<file path="src/rtl/rowseg_pkg.sv">
// Shared types and constants for the row band segmenter.
package rowseg_pkg;

   typedef enum logic {
      SEARCH  = 1'b0,
      IN_BAND = 1'b1
   } seg_state_t;

   // Band records use a fixed field width. Modules carry CW-bit coordinates
   // zero-extended into these fields, so CW must not exceed COORD_W.
   localparam int COORD_W = 16;

   typedef struct packed {
      logic [COORD_W-1:0] upper;
      logic [COORD_W-1:0] lower;
   } band_t;

   localparam logic [7:0] WHITE_PIX = 8'hFF;

endpackage

</file>
<file path="src/rtl/row_band_segmenter_band_bank.sv">
// band_bank: working band slots filled during a frame, plus a committed copy
// that is swapped in atomically at frame end and read through a registered port.
module band_bank
   import rowseg_pkg::*;
#(
   parameter int NBANDS = 4,
   parameter int IW     = 2,
   parameter int CNTW   = 3
) (
   input  logic            clock,
   input  logic            rst_n,
   input  logic            clear,
   input  logic            commit,
   input  band_t           commit_band,
   input  logic            swap,
   input  logic [IW-1:0]   rd_idx,
   output band_t           rd_band,
   output logic [CNTW-1:0] band_count,
   output logic            overflow
);

   band_t           wk_slot     [NBANDS];
   band_t           wk_slot_nxt [NBANDS];
   band_t           cm_slot     [NBANDS];
   logic [CNTW-1:0] wk_count;
   logic [CNTW-1:0] wk_count_nxt;
   logic            wk_ovf;
   logic            wk_ovf_nxt;
   band_t           rd_sel;

   // Working bank after this cycle's clear and commit; this is also the image
   // copied on swap, so a band closed on the last pixel is included.
   always_comb begin
      wk_slot_nxt  = wk_slot;
      wk_count_nxt = clear ? '0 : wk_count;
      wk_ovf_nxt   = clear ? 1'b0 : wk_ovf;
      if (commit) begin
         if (wk_count_nxt < CNTW'(NBANDS)) begin
            for (int i = 0; i < NBANDS; i++) begin
               if (CNTW'(i) == wk_count_nxt) wk_slot_nxt[i] = commit_band;
            end
            wk_count_nxt = wk_count_nxt + CNTW'(1);
         end else begin
            wk_ovf_nxt = 1'b1;
         end
      end
   end

   // Select the committed slot addressed by rd_idx.
   always_comb begin
      rd_sel = '0;
      for (int i = 0; i < NBANDS; i++) begin
         if (IW'(i) == rd_idx) rd_sel = cm_slot[i];
      end
   end

   // Working/committed storage, swap at frame end, registered read port.
   always_ff @(posedge clock or negedge rst_n) begin
      if (!rst_n) begin
         for (int i = 0; i < NBANDS; i++) begin
            wk_slot[i] <= '0;
            cm_slot[i] <= '0;
         end
         wk_count   <= '0;
         wk_ovf     <= 1'b0;
         band_count <= '0;
         overflow   <= 1'b0;
         rd_band    <= '0;
      end else begin
         wk_slot <= wk_slot_nxt;
         if (swap) begin
            cm_slot    <= wk_slot_nxt;
            band_count <= wk_count_nxt;
            overflow   <= wk_ovf_nxt;
            wk_count   <= '0;
            wk_ovf     <= 1'b0;
         end else begin
            wk_count <= wk_count_nxt;
            wk_ovf   <= wk_ovf_nxt;
         end
         rd_band <= (CNTW'(rd_idx) < band_count) ? rd_sel : '0;
      end
   end

endmodule

</file>
<file path="src/rtl/row_band_segmenter.sv">
// row_band_segmenter: finds horizontal bands of "ink" rows in a raster frame
// and publishes up to NBANDS (upper, lower) row pairs once per frame.
// Optional build macro ROWSEG_MINH_EN adds parameter MIN_H; bands shorter
// than MIN_H rows are dropped at commit.
//
// state   | meaning
// --------+------------------------------------------------------------
// SEARCH  | between bands; waiting for a row whose dark count > thresh
// IN_BAND | inside a band; upper recorded, waiting for a non-ink row
module row_band_segmenter
   import rowseg_pkg::*;
#(
   parameter int IMG_W  = 480,
   parameter int IMG_H  = 272,
   parameter int NBANDS = 4,
   parameter int CW     = 9
`ifdef ROWSEG_MINH_EN
   ,
   parameter int MIN_H  = 8
`endif
) (
   input  logic                                          clock,
   input  logic                                          rst_n,
   input  logic                                          pix_valid,
   input  logic                                          sof,
   input  logic [7:0]                                    pix_data,
   input  logic [CW-1:0]                                 thresh,
   input  logic [((NBANDS > 1) ? $clog2(NBANDS) : 1)-1:0] rd_idx,
   output logic [CW-1:0]                                 rd_upper,
   output logic [CW-1:0]                                 rd_lower,
   output logic [$clog2(NBANDS+1)-1:0]                   band_count,
   output logic                                          frame_done,
   output logic                                          overflow
);

   localparam int IW   = (NBANDS > 1) ? $clog2(NBANDS) : 1;
   localparam int CNTW = $clog2(NBANDS + 1);

   seg_state_t    state;
   seg_state_t    state_nxt;
   seg_state_t    eff_state;
   logic [CW-1:0] col;
   logic [CW-1:0] row;
   logic [CW-1:0] row_cnt;
   logic [CW-1:0] upper_q;
   logic [CW-1:0] upper_nxt;
   logic [CW-1:0] eff_col;
   logic [CW-1:0] eff_row;
   logic [CW-1:0] eff_cnt;
   logic [CW-1:0] cnt_sum;
   logic [CW-1:0] commit_lower;
   logic          dark;
   logic          row_end;
   logic          last_row;
   logic          frame_end;
   logic          ink;
   logic          commit_req;
   logic          commit_ok;
   band_t         commit_band;
   band_t         rd_band;
   logic          unused_rd_hi;
`ifdef ROWSEG_MINH_EN
   logic [CW-1:0] band_h;
`endif

   // Position of the current pixel; sof forces (0,0) and restarts the row count.
   always_comb begin
      eff_col   = sof ? '0 : col;
      eff_row   = sof ? '0 : row;
      eff_cnt   = sof ? '0 : row_cnt;
      eff_state = sof ? SEARCH : state;
      dark      = (pix_data != WHITE_PIX);
      cnt_sum   = (dark && (eff_cnt != '1)) ? eff_cnt + CW'(1) : eff_cnt;
      row_end   = pix_valid && (eff_col == CW'(IMG_W - 1));
      last_row  = (eff_row == CW'(IMG_H - 1));
      frame_end = row_end && last_row;
      ink       = (cnt_sum > thresh);
   end

   // Column/row counters and per-row dark count; stalled while pix_valid is low.
   always_ff @(posedge clock or negedge rst_n) begin
      if (!rst_n) begin
         col     <= '0;
         row     <= '0;
         row_cnt <= '0;
      end else if (pix_valid) begin
         if (row_end) begin
            col     <= '0;
            row     <= last_row ? '0 : eff_row + CW'(1);
            row_cnt <= '0;
         end else begin
            col     <= eff_col + CW'(1);
            row     <= eff_row;
            row_cnt <= cnt_sum;
         end
      end
   end

   // Band FSM: evaluated at each row end, always back in SEARCH after the last row.
   always_comb begin
      state_nxt    = state;
      upper_nxt    = upper_q;
      commit_req   = 1'b0;
      commit_lower = '0;
      if (pix_valid) begin
         state_nxt = eff_state;
         if (row_end) begin
            case (eff_state)
               SEARCH: begin
                  if (ink) begin
                     state_nxt = IN_BAND;
                     upper_nxt = eff_row;
                  end
               end
               IN_BAND: begin
                  if (!ink) begin
                     commit_req   = 1'b1;
                     commit_lower = eff_row - CW'(1);
                     state_nxt    = SEARCH;
                  end else if (last_row) begin
                     commit_req   = 1'b1;
                     commit_lower = eff_row;
                  end
               end
               default: state_nxt = SEARCH;
            endcase
            if (last_row) state_nxt = SEARCH;
         end
      end
   end

   // State, recorded band top, and the frame-end pulse.
   always_ff @(posedge clock or negedge rst_n) begin
      if (!rst_n) begin
         state      <= SEARCH;
         upper_q    <= '0;
         frame_done <= 1'b0;
      end else begin
         state      <= state_nxt;
         upper_q    <= upper_nxt;
         frame_done <= frame_end;
      end
   end

   // Qualify a closed band before it reaches the bank.
   always_comb begin
`ifdef ROWSEG_MINH_EN
      band_h    = commit_lower - upper_q + CW'(1);
      commit_ok = commit_req && (band_h >= CW'(MIN_H));
`else
      commit_ok = commit_req;
`endif
   end

   assign commit_band  = '{upper: COORD_W'(upper_q), lower: COORD_W'(commit_lower)};
   assign rd_upper     = rd_band.upper[CW-1:0];
   assign rd_lower     = rd_band.lower[CW-1:0];
   assign unused_rd_hi = ^{rd_band.upper[COORD_W-1:CW], rd_band.lower[COORD_W-1:CW]};

   band_bank #(
      .NBANDS (NBANDS),
      .IW     (IW),
      .CNTW   (CNTW)
   ) u_bank (
      .clock       (clock),
      .rst_n       (rst_n),
      .clear       (pix_valid && sof),
      .commit      (commit_ok),
      .commit_band (commit_band),
      .swap        (frame_end),
      .rd_idx      (rd_idx),
      .rd_band     (rd_band),
      .band_count  (band_count),
      .overflow    (overflow)
   );

endmodule
</file>
<file path="config.mk">
export PLATFORM = sky130hd
export DESIGN_NAME = row_band_segmenter
export DESIGN_NICKNAME = d
export VERILOG_FILES = /design/src/rtl/rowseg_pkg.sv /design/src/rtl/row_band_segmenter_band_bank.sv /design/src/rtl/row_band_segmenter.sv
export SDC_FILE = /design/constraint.sdc
export NUM_CORES = 1
export LEC_CHECK = 0
export CAP_MARGIN = 20
export CORE_MARGIN = 5
export CORE_UTILIZATION = 55
export DETAILED_ROUTE_END_ITERATION = 8
export HOLD_SLACK_MARGIN = 0.12
export PLACE_DENSITY = 0.82
export SKIP_LAST_GASP = 1
export SLEW_MARGIN = 20
export SYNTH_ARGS = -nofsm -noshare
export SYNTH_HDL_FRONTEND = slang
export SYNTH_SLANG_ARGS = --single-unit
</file>
<file path="constraint.sdc">
create_clock -name clock -period 5.4 [get_ports clock]
set_input_delay 0.54 -clock clock [delete_from_list [all_inputs] [get_ports clock]]
set_output_delay 0.54 -clock clock [all_outputs]
set_load 0.02 [all_outputs]
</file>
==> results.cfg, run 1 <==
[final_layout]
antenna_cells = 0
area_growth_syn_to_layout_pct = 13.6
layout.cells.non_filler = 1234
final_layout_size_suffix_gt1_frac = 0.135
final_nets = 1032
fin_area_sq_mm = 0.0112

[timing]
rsz0062_at_grt = false
setup_viol = 0
worstMarginPinSlew_ns = 0.889
fin_setup_tns_ns = 0
period_share = 0.828
fmax_mhz = 224
period_needed_ns = 4.47
worst_slack_ns = 0.930
hold_viol = 0
slew_headroom = 0.406
clock_skew_ns = 0.0152
drv_slew = 0

[drt]
post_drt_wl_per_cell_um = 18.1
drt_first_iter_violations = 544
dr.pass1.iters = 8
wl_um = 22400
avgViaCountPerCell = 5.98
postRouteAntennaNets = 0
drc = 0
num_vias = 7384

[worst_setup_path]
slowest_delay_ns = 0.55
reg2reg_depth = 15
cp.buffers_inverters = 3
cp.required_ns = 5.75
path_class = input port to register
worst_path_dominant_cell_family = simple AND/OR/NAND/NOR gates
cp_num_cells = 17
end_kind = register
start_kind = input port
worstPathMaxFanout = 14
cp_common_cell = ha_1
crit_path_top_delay_cell = xor2_1
arrival_ns = 4.82
cp_cell_sequence = clkdlybuf4s50_1, nor2b_1, ha_1, nand3_1, nor3_1, ha_1, inv_1, o21ai_1, mux2_2, ha_1, nand4_1, or3_1, o21ai_2, buf_4, nand2_1, xor2_1, o21ai_0

[die]
dieArea_sq_mm = 0.0207
io_pins = 46
core_area_sq_mm = 0.0178
initial_core_util = 0.553
rows = 49
die_h_um = 144
die_w_um = 144

[clocking]
root_buffer = clkbuf_16
cts_made_buffers = 22
clkSlewWorstSetupHoldPaths_ns = 0.06
cts.htree.levels = 1
cts_setup_buffers = 0
cts_resized = 0
hold_buffers = 0
clkSinkCount = 208
clock_path_buffers = 3
clkLatencyLatePin_ns = 0.50
tritoncts = yes

[synthesis]
ys_seq_area_frac = 0.529
syn_inst = 965
async_flop_share = 1.00
ys.flop_type = dfrtp_1
syn_nets = 1007
syn_area_sq_mm = 0.00984
yosys_warnings = 0
synth_most_common_cell = dfrtp_1
synth_enable_flop_cells = 0
synth_top_area_share = 0.529
synth_commonest_cells = dfrtp_1 (208), nand2_1 (192), nor2_1 (73)
yosys.area.top_type = dfrtp_1
synth_area_leaders = dfrtp_1 (53%), nand2_1 (7.3%), mux2_2 (5.0%), mux4_2 (4.1%), o21ai_0 (3.5%)
yosysUniqueCellTypes = 59
syn_avg_cell_area_sq_um = 10.2
ys_seq_elements = 208

[power_and_ir_drop]
peakVddDrop_v = 0.000189
switching_share = 0.221
p_clk_frac = 0.465
pwr-share-comb = 0.043
pwr-share-seq = 0.492
power.switching_mw = 0.710
p_leak_nw = 5.15
internal_power_mw = 2.51
pwr_density_cell_mw_per_mm2 = 288
p_total_mw = 3.22

[global_routing]
grtUsageMet2 = 0.370
grt-busiest-layer = met2
grtUsageTotal = 0.227
antenna_found_initial = 0
grt_pass1_vias = 7418
grt_start_max_net_pins = 113
grt_pass1_wl_um = 37800
gr-total-overflow = 0
met1_usage = 0.312
met3_usage = 0.0366

[placement]
preCtsSetupSlack_ns = 0.504
dp_hpwl_um = 13800
globalplace.congestion = 0.911
placedCellCount = 1195
portBuffers = 45
dpl-instance-area_sq_mm = 0.0105

[flow_run]
maxCapViolCount = 0

[worst_hold_path]
hold_class = input port to asynchronous set/reset pin

[run_status]
status = complete, no violations
[logic make-up after synthesis]
group,after synthesis,synth area share
compound gates,189,0.122
xor+xnor,13,0.0116
fa+ha+maj,19,0.0242
buf+inv,93,0.0421
flops,208,0.529
mux,70,0.102
simple gates,373,0.169
[final timing paths]
path,startpoint,end,slack (ns)
max in group asynchronous,rst_n,row_cnt[8],4.28
worst max register to register,row_cnt[2],u_bank.wk_slot[34],1.16
worst max-delay path,sof,u_bank.wk_slot[34],0.93
worst min register to register,u_bank.cm_slot[39],u_bank.cm_slot[39],0.46
worst min-delay path,rst_n,u_bank.cm_slot[21],0.14
min in group clock,u_bank.cm_slot[39],u_bank.cm_slot[39],0.46
[final cells by class]
cell class	instances	area [sq um]
Sequential cell	208	5200
Multi-Input combinational cell	664	4220
Clock inverter	8	77.6
Tap cell	229	287
Fill cell	1378	6600
Clock buffer	31	646
Inverter	27	103
Timing Repair Buffer	67	644
[per-layer routing]
| layer | up-vias | part of all wire |
|---|---|---|
| li1 | 3412 | - |
| met1 | 3675 | 0.43 |
| met2 | 248 | 0.48 |
| met3 | 49 | 0.059 |
| met4 | 0 | 0.028 |
| met5 | - | 0 |
[power by group through the flow]
stage          logic, mW  clock network [mW]  registers, mW
2_1_floorplan     0.0693                   0           1.61
3_3_place_gp       0.137                   0           1.61
3_5_place_dp       0.140                   0           1.61
4_1_cts            0.140                1.51           1.58
5_1_grt            0.157                1.59           1.58
6_report           0.137                1.50           1.58
[placed cells by master, fill, tap and decap left out, types with 3 or more instances in the layout]
cell | netlist | final
dfrtp_1 | 208 | 208
nand2_1 | 192 | 192
nor2_1 | 73 | 73
o21ai_0 | 68 | 68
mux2_2 | 44 | 44
clkdlybuf4s50_1 | 0 | 44
nand3_1 | 36 | 36
a31oi_1 | 35 | 35
a21oi_1 | 28 | 28
nor2b_1 | 27 | 27
inv_1 | 25 | 25
clkbuf_16 | 0 | 23
buf_4 | 9 | 20
ha_1 | 19 | 19
mux4_2 | 18 | 18
nor3_1 | 12 | 12
o31ai_1 | 9 | 9
o211ai_1 | 8 | 8
nand4_1 | 7 | 7
xnor2_1 | 7 | 7
xor2_1 | 6 | 6
and3_1 | 6 | 6
o2bb2ai_1 | 6 | 6
a22o_1 | 5 | 5
clkbuf_8 | 0 | 5
and4b_1 | 4 | 4
and2_1 | 4 | 4
a32oi_1 | 4 | 4
mux2_4 | 4 | 4
clkinv_2 | 0 | 4
mux2i_1 | 4 | 4
a311oi_1 | 4 | 4
clkbuf_1 | 34 | 4
or3_1 | 3 | 3
o211ai_2 | 3 | 3
o21a_1 | 3 | 3
[worst reg2reg max path: stages, from the launching register on]
cell and delay [ns]:
dfrtp_1 0.44, and4b_1 0.29, nand3_1 0.11, nor3_1 0.19, ha_1 0.17, inv_1 0.05
o21ai_1 0.24, mux2_2 0.40, ha_1 0.31, nand4_1 0.15, or3_1 0.44, o21ai_2 0.17
buf_4 0.27, nand2_1 0.09, xor2_1 0.55, o21ai_0 0.21
[through the flow]
stage          hold slack [ns]  utilization
2_1_floorplan            0.244            -
3_3_place_gp             0.445        0.588
3_5_place_dp             0.450        0.588
4_1_cts                  0.191        0.629
5_1_grt                  0.217        0.629
6_report                 0.140        0.629
[state kept, by name (all words and copies together), names as in the netlist]
name,flops
u_bank.band_count,3
upper_q,9
u_bank.cm_slot,72
frame_done,1
u_bank.wk_count,3
u_bank.wk_slot,72
row,9
u_bank.wk_ovf,1
u_bank.overflow,1
row_cnt,9
u_bank.rd_band,18
state,1
col,9
Power figures use the tool's default switching activity.
==> inputs of run 2 (changes only) <==
--- a/config.mk
+++ b/config.mk
@@ -10,7 +10,7 @@
 export CORE_UTILIZATION = 55
 export DETAILED_ROUTE_END_ITERATION = 8
 export HOLD_SLACK_MARGIN = 0.12
-export PLACE_DENSITY = 0.82
+export PLACE_DENSITY = 0.85
 export SKIP_LAST_GASP = 1
 export SLEW_MARGIN = 20
 export SYNTH_ARGS = -nofsm -noshare
==> constraint.sdc (replaced) <==
create_clock -name clock -period 4 [get_ports clock]
set_input_delay 0.4 -clock clock [delete_from_list [all_inputs] [get_ports clock]]
set_output_delay 0.4 -clock clock [all_outputs]
set_load 0.02 [all_outputs]
==> run 2 against run 1 <==
Net effect: via count increased by 5.0%; non-clock buffer count rose by 49; largest cell class unchanged; sequential power increased by 35%; register-to-register slack got worse by 1.0 ns; global-route usage up 1.1 points; die area is the same; highest routed layer unchanged; clock-buffer cell count increased by 4; routed wire length up 11%; sequential share of layout area fell by 2.6 points; worst setup slack got worse by 0.77 ns; clock skew fell by 0.0071 ns; combinational power up 58%.
==> results.cfg, run 2 (same netlist as run 1, synthesis figures left out) <==
[clocking]
clkSinkCount = 208
clock_path_buffers = 3
root_buffer = clkbuf_16
clkLatencyLatePin_ns = 0.50
clkSlewWorstSetupHoldPaths_ns = 0.06
tritoncts = yes
cts_made_buffers = 22
cts.htree.levels = 1

[worst_setup_path]
end_kind = register
worstPathMaxFanout = 16
path_class = register to register
rrSetupSlack_ns = 0.16
arrival_ns = 4.17
start_kind = register
reg2reg_depth = 17
cp.required_ns = 4.33

[drt]
avgViaCountPerCell = 6.04
num_vias = 7750
wl_um = 24800
drc = 0
post_drt_wl_per_cell_um = 19.3
postRouteAntennaNets = 0
dr.pass1.iters = 5
drt_first_iter_violations = 851

[power_and_ir_drop]
power.switching_mw = 0.962
pwr-share-seq = 0.475
switching_share = 0.214
p_leak_nw = 5.49
peakVddDrop_v = 0.000470
pwr-share-comb = 0.048
p_clk_frac = 0.477
pwr_density_cell_mw_per_mm2 = 380
internal_power_mw = 3.53

[global_routing]
gr-total-overflow = 0
grt_pass1_wl_um = 39400
antenna_found_initial = 0
grtUsageTotal = 0.238
grt_pass1_vias = 7755
grt_start_max_net_pins = 120

[die]
core_area_sq_mm = 0.0178
initial_core_util = 0.553
rows = 49
die_w_um = 144
dieArea_sq_mm = 0.0207
die_h_um = 144
io_pins = 46

[timing]
setup_viol = 0
slew_headroom = 0.374
fmax_mhz = 260
period_share = 0.960
worstMarginPinSlew_ns = 0.939
clock_skew_ns = 0.00814
hold_viol = 0
period_needed_ns = 3.84
drv_slew = 0

[placement]
globalplace.congestion = 0.923
dpl-instance-area_sq_mm = 0.0109
portBuffers = 45
placedCellCount = 1241
dp_hpwl_um = 15200

[final_layout]
final_nets = 1081
final_layout_size_suffix_gt1_frac = 0.192
antenna_cells = 0
fin_area_sq_mm = 0.0118
area_growth_syn_to_layout_pct = 20.4
reg.largest.list = u_bank.cm_slot: 72 flops, u_bank.wk_slot: 72 flops, u_bank.rd_band: 18 flops
layout_commonest_cell = dfrtp_1
final_cell_mix = dfrtp_1 (207), nand2_1 (192), nor2_1 (71)
layout.cells.non_filler = 1284

[worst_hold_path]
hold_depth = 2
hold_class = register to register

[flow_run]
maxCapViolCount = 0

[run_status]
status = complete, no violations
==> run 2: final timing paths <==
path / start / end
hold / removal: u_bank.cm_slot[71] / u_bank.cm_slot[71]
hold reg to reg: u_bank.cm_slot[71] / u_bank.cm_slot[71]
setup reg to reg: row_cnt[4] / u_bank.wk_slot[96]
max in group asynchronous: rst_n / u_bank.band_count[0]
setup / recovery: row_cnt[4] / u_bank.wk_slot[96]
min in group asynchronous: rst_n / u_bank.cm_slot[85]
==> run 2: power groups by stage <==
stage,Sequential (mW),Clock [mW],Combinational (mW)
global placement,2.17,0,0.204
global route,2.13,2.27,0.245
CTS,2.13,2.17,0.210
floorplan,2.17,0,0.0948
detailed placement,2.17,0,0.208
finish,2.13,2.14,0.216
==> run 2: final cells by class <==
type / count / area, sq um
clock buffers: 35 / 701
flip-flops and latches: 208 / 5210
repair buffers: 116 / 1120
multi-input cells: 664 / 4350
clock inverters: 5 / 77.6
fillers: 1279 / 5940
well taps: 229 / 287
inverters: 27 / 103
==> run 2: worst max-delay path, cell delays in order (launching register included) <==
cell and delay [ns]:
dfrtp_1 0.45, and4b_1 0.28, nand3_2 0.10, nor3_2 0.19, ha_1 0.16, inv_1 0.08, o21ai_4 0.10, mux2_2 0.40
ha_4 0.29, nand4_1 0.17, or3_4 0.45, o21ai_2 0.12, buf_6 0.22, o211ai_2 0.11, buf_4 0.20, buf_4 0.16
nand2_1 0.09, o21ai_0 0.12
==> run 2: per-layer routing <==
layer / track usage / part of all wire
met4: 0.0798 / 0.026
met1: 0.311 / 0.40
met3: 0.0413 / 0.071
met5: 0 / 0
met2: 0.407 / 0.50
==> run 2: per-stage QoR <==
| stage | hold WS [ns] | util | power (mW) | setup slack (ns) | TNS (ns) |
|---|---|---|---|---|---|
| floorplan | 0.104 | - | 2.27 | 0.0142 | 0 |
| global placement | 0.445 | 0.612 | 2.38 | -0.333 | -16.03 |
| detailed placement | 0.452 | 0.612 | 2.38 | -0.493 | -26.03 |
| CTS | 0.465 | 0.657 | 4.51 | 0.00589 | 0 |
| global route | 0.490 | 0.666 | 4.65 | -0.0854 | -0.110 |
| finish | 0.468 | 0.666 | 4.49 | 0.159 | 0 |
==> run 2: timing repair <==
action                                  in CTS  in global routing
pin swaps                                    0                  5
hold endpoints to repair                   116                  0
hold buffers                                 1                  0
endpoints found under the setup margin       4                 80
buffers inserted                             0                  1
cloned                                       0                  1
resized for setup                            1                 23
==> inputs of run 3 (changes only) <==
--- a/config.mk
+++ b/config.mk
@@ -6,7 +6,6 @@
 export NUM_CORES = 1
 export LEC_CHECK = 0
 export CAP_MARGIN = 20
-export CORE_MARGIN = 5
 export CORE_UTILIZATION = 55
 export DETAILED_ROUTE_END_ITERATION = 8
 export HOLD_SLACK_MARGIN = 0.12
==> run 3 against run 2 <==
Net effect: register-to-register slack is essentially flat; total power is 0.93% lower; clock power about the same; non-clock buffer count shrank 8; via count fell by 0.76%; critical path depth unchanged; fmax up 0.15%; worst setup slack better by 0.0057 ns; critical endpoint is now u_bank.wk_slot[8].
==> results.cfg, run 3 (same netlist as run 1, synthesis figures left out) <==
[run_status]
status = complete, no violations

[placement]
globalplace.congestion = 0.909
portBuffers = 45
dp_hpwl_um = 14900

[drt]
dr.pass1.iters = 7
avgViaCountPerCell = 6.05
num_vias = 7691
postRouteAntennaNets = 0
wl_um = 23700
post_drt_wl_per_cell_um = 18.6
drc = 0
drt_first_iter_violations = 683

[power_and_ir_drop]
peakVddDrop_v = 0.000311
p_leak_nw = 5.42
pwr_density_cell_mw_per_mm2 = 382

[worst_setup_path]
r2r-end = u_bank.wk_slot[8]
arrival_ns = 4.23
cp_cell_sequence = nor2b_4, ha_1, nand3_1, nor3_2, ha_1, inv_1, o21ai_2, mux2_2, ha_1, nand4_1, or3_4, o21ai_2, buf_6, o211ai_2, buf_4, buf_4, o21ai_0
path_class = register to register
crit_path_top_delay_cell = or3_4
end_kind = register
cp_num_cells = 17
cp.required_ns = 4.39
reg2reg_from = row_cnt[0]
cp.buffers_inverters = 4
startpoint = row_cnt[0]
cp_common_cell = ha_1
worstPathMaxFanout = 13
rrSetupSlack_ns = 0.16
reg2reg_depth = 17
slowest_delay_ns = 0.44
crit_end = u_bank.wk_slot[8]
start_kind = register
worst_path_dominant_cell_family = simple AND/OR/NAND/NOR gates

[clocking]
clkSinkCount = 208
clkSlewWorstSetupHoldPaths_ns = 0.06
root_buffer = clkbuf_16
cts_made_buffers = 22
clkLatencyLatePin_ns = 0.51
cts.htree.levels = 1
tritoncts = yes
clock_path_buffers = 3

[global_routing]
grt-busiest-layer = met2
gr-total-overflow = 0
grt_start_max_net_pins = 92
antenna_found_initial = 0
grt_pass1_vias = 7576
grt_pass1_wl_um = 38500
grtUsageMet2 = 0.442
grtUsageTotal = 0.267
met3_usage = 0.0430
met1_usage = 0.348

[die]
die_w_um = 136
rows = 48
die_h_um = 136
dieArea_sq_mm = 0.0184
core_area_sq_mm = 0.0174
io_pins = 46
initial_core_util = 0.567

[timing]
clock_skew_ns = 0.0112
slew_headroom = 0.523
fmax_mhz = 261
fin_setup_tns_ns = 0
hold_viol = 0
hold_slack_ns = 0.464
period_needed_ns = 3.84
worstMarginPinSlew_ns = 0.715
setup_viol = 0
drv_slew = 0
period_share = 0.959

[final_layout]
final_layout_size_suffix_gt1_frac = 0.180
reg.largest.list = u_bank.cm_slot: 72 flops, u_bank.wk_slot: 72 flops, u_bank.rd_band: 18 flops
layout_commonest_cell = dfrtp_1
antenna_cells = 0
multi_input_area_sq_mm = 0.00428
area_growth_syn_to_layout_pct = 18.5
regArea_sq_mm = 0.00520
final_cell_mix = dfrtp_1 (208), nand2_1 (192), nor2_1 (72)
fill_cells = 1242
final_nets = 1073

[worst_hold_path]
hold_class = register to register

[flow_run]
maxCapViolCount = 0
==> run 3: worst min-delay path by stage <==
stage	start	slack (ns)	depth (start not counted)	endpoint
after global placement	u_bank.cm_slot[7]	0.44	2	u_bank.cm_slot[7]
after detailed placement	u_bank.cm_slot[4]	0.45	2	u_bank.cm_slot[4]
final	u_bank.cm_slot[102]	0.46	2	u_bank.cm_slot[102]
after global routing	u_bank.cm_slot[100]	0.49	2	u_bank.cm_slot[100]
after CTS	u_bank.cm_slot[102]	0.47	2	u_bank.cm_slot[102]
after floorplan	rst_n	0.10	0	col[0]
==> run 3: worst min-delay path: stages (launching register included) <==
cell	delay, ns
dfrtp_1	0.34
nand2_1	0.05
nand2_1	0.04
==> run 3: stage by stage <==
stage	total power [mW]	util	setup WS [ns]	instance area, sq um	cells
2_1_floorplan	2.27	-	0.0142	9840	965
5_1_grt	4.59	0.672	-0.0311	11700	1272
6_report	4.45	0.672	0.165	11700	1272
3_5_place_dp	2.38	0.623	-0.522	10800	1230
4_1_cts	4.48	0.668	0.0357	11600	1271
3_3_place_gp	2.38	0.623	-0.343	10800	1230
==> run 3: cell type report <==
class	instances	area share
multi-input combinational	664	0.367
inverter	27	0.00880
sequential	208	0.446
clock inverter	8	0.00977
clock buffer	32	0.0556
timing repair buffer	108	0.0878
tap	225	0.0241
==> run 3: what timing repair did <==
item	4_1_cts	5_1_grt
buffers inserted	0	1
hold buffers	1	0
gates resized for setup	1	16
cloned	0	0
pin swaps	0	4
hold endpoints to repair	89	0
setup endpoints to repair	6	93
==> run 3: report_power, final <==
group,switching (mW),internal (mW)
combinational,0.129,0.0832
clock,0.842,1.26
sequential,0.0152,2.12
==> run 3: metal layers <==
| metal | routed length [um] | up-vias | share of wire |
|---|---|---|---|
| met4 | 753 | 0 | 0.032 |
| met2 | 11700 | 330 | 0.49 |
| met3 | 1620 | 68 | 0.068 |
| met1 | 9640 | 3804 | 0.41 |
| met5 | 0 | - | 0 |
| li1 | - | 3489 | - |
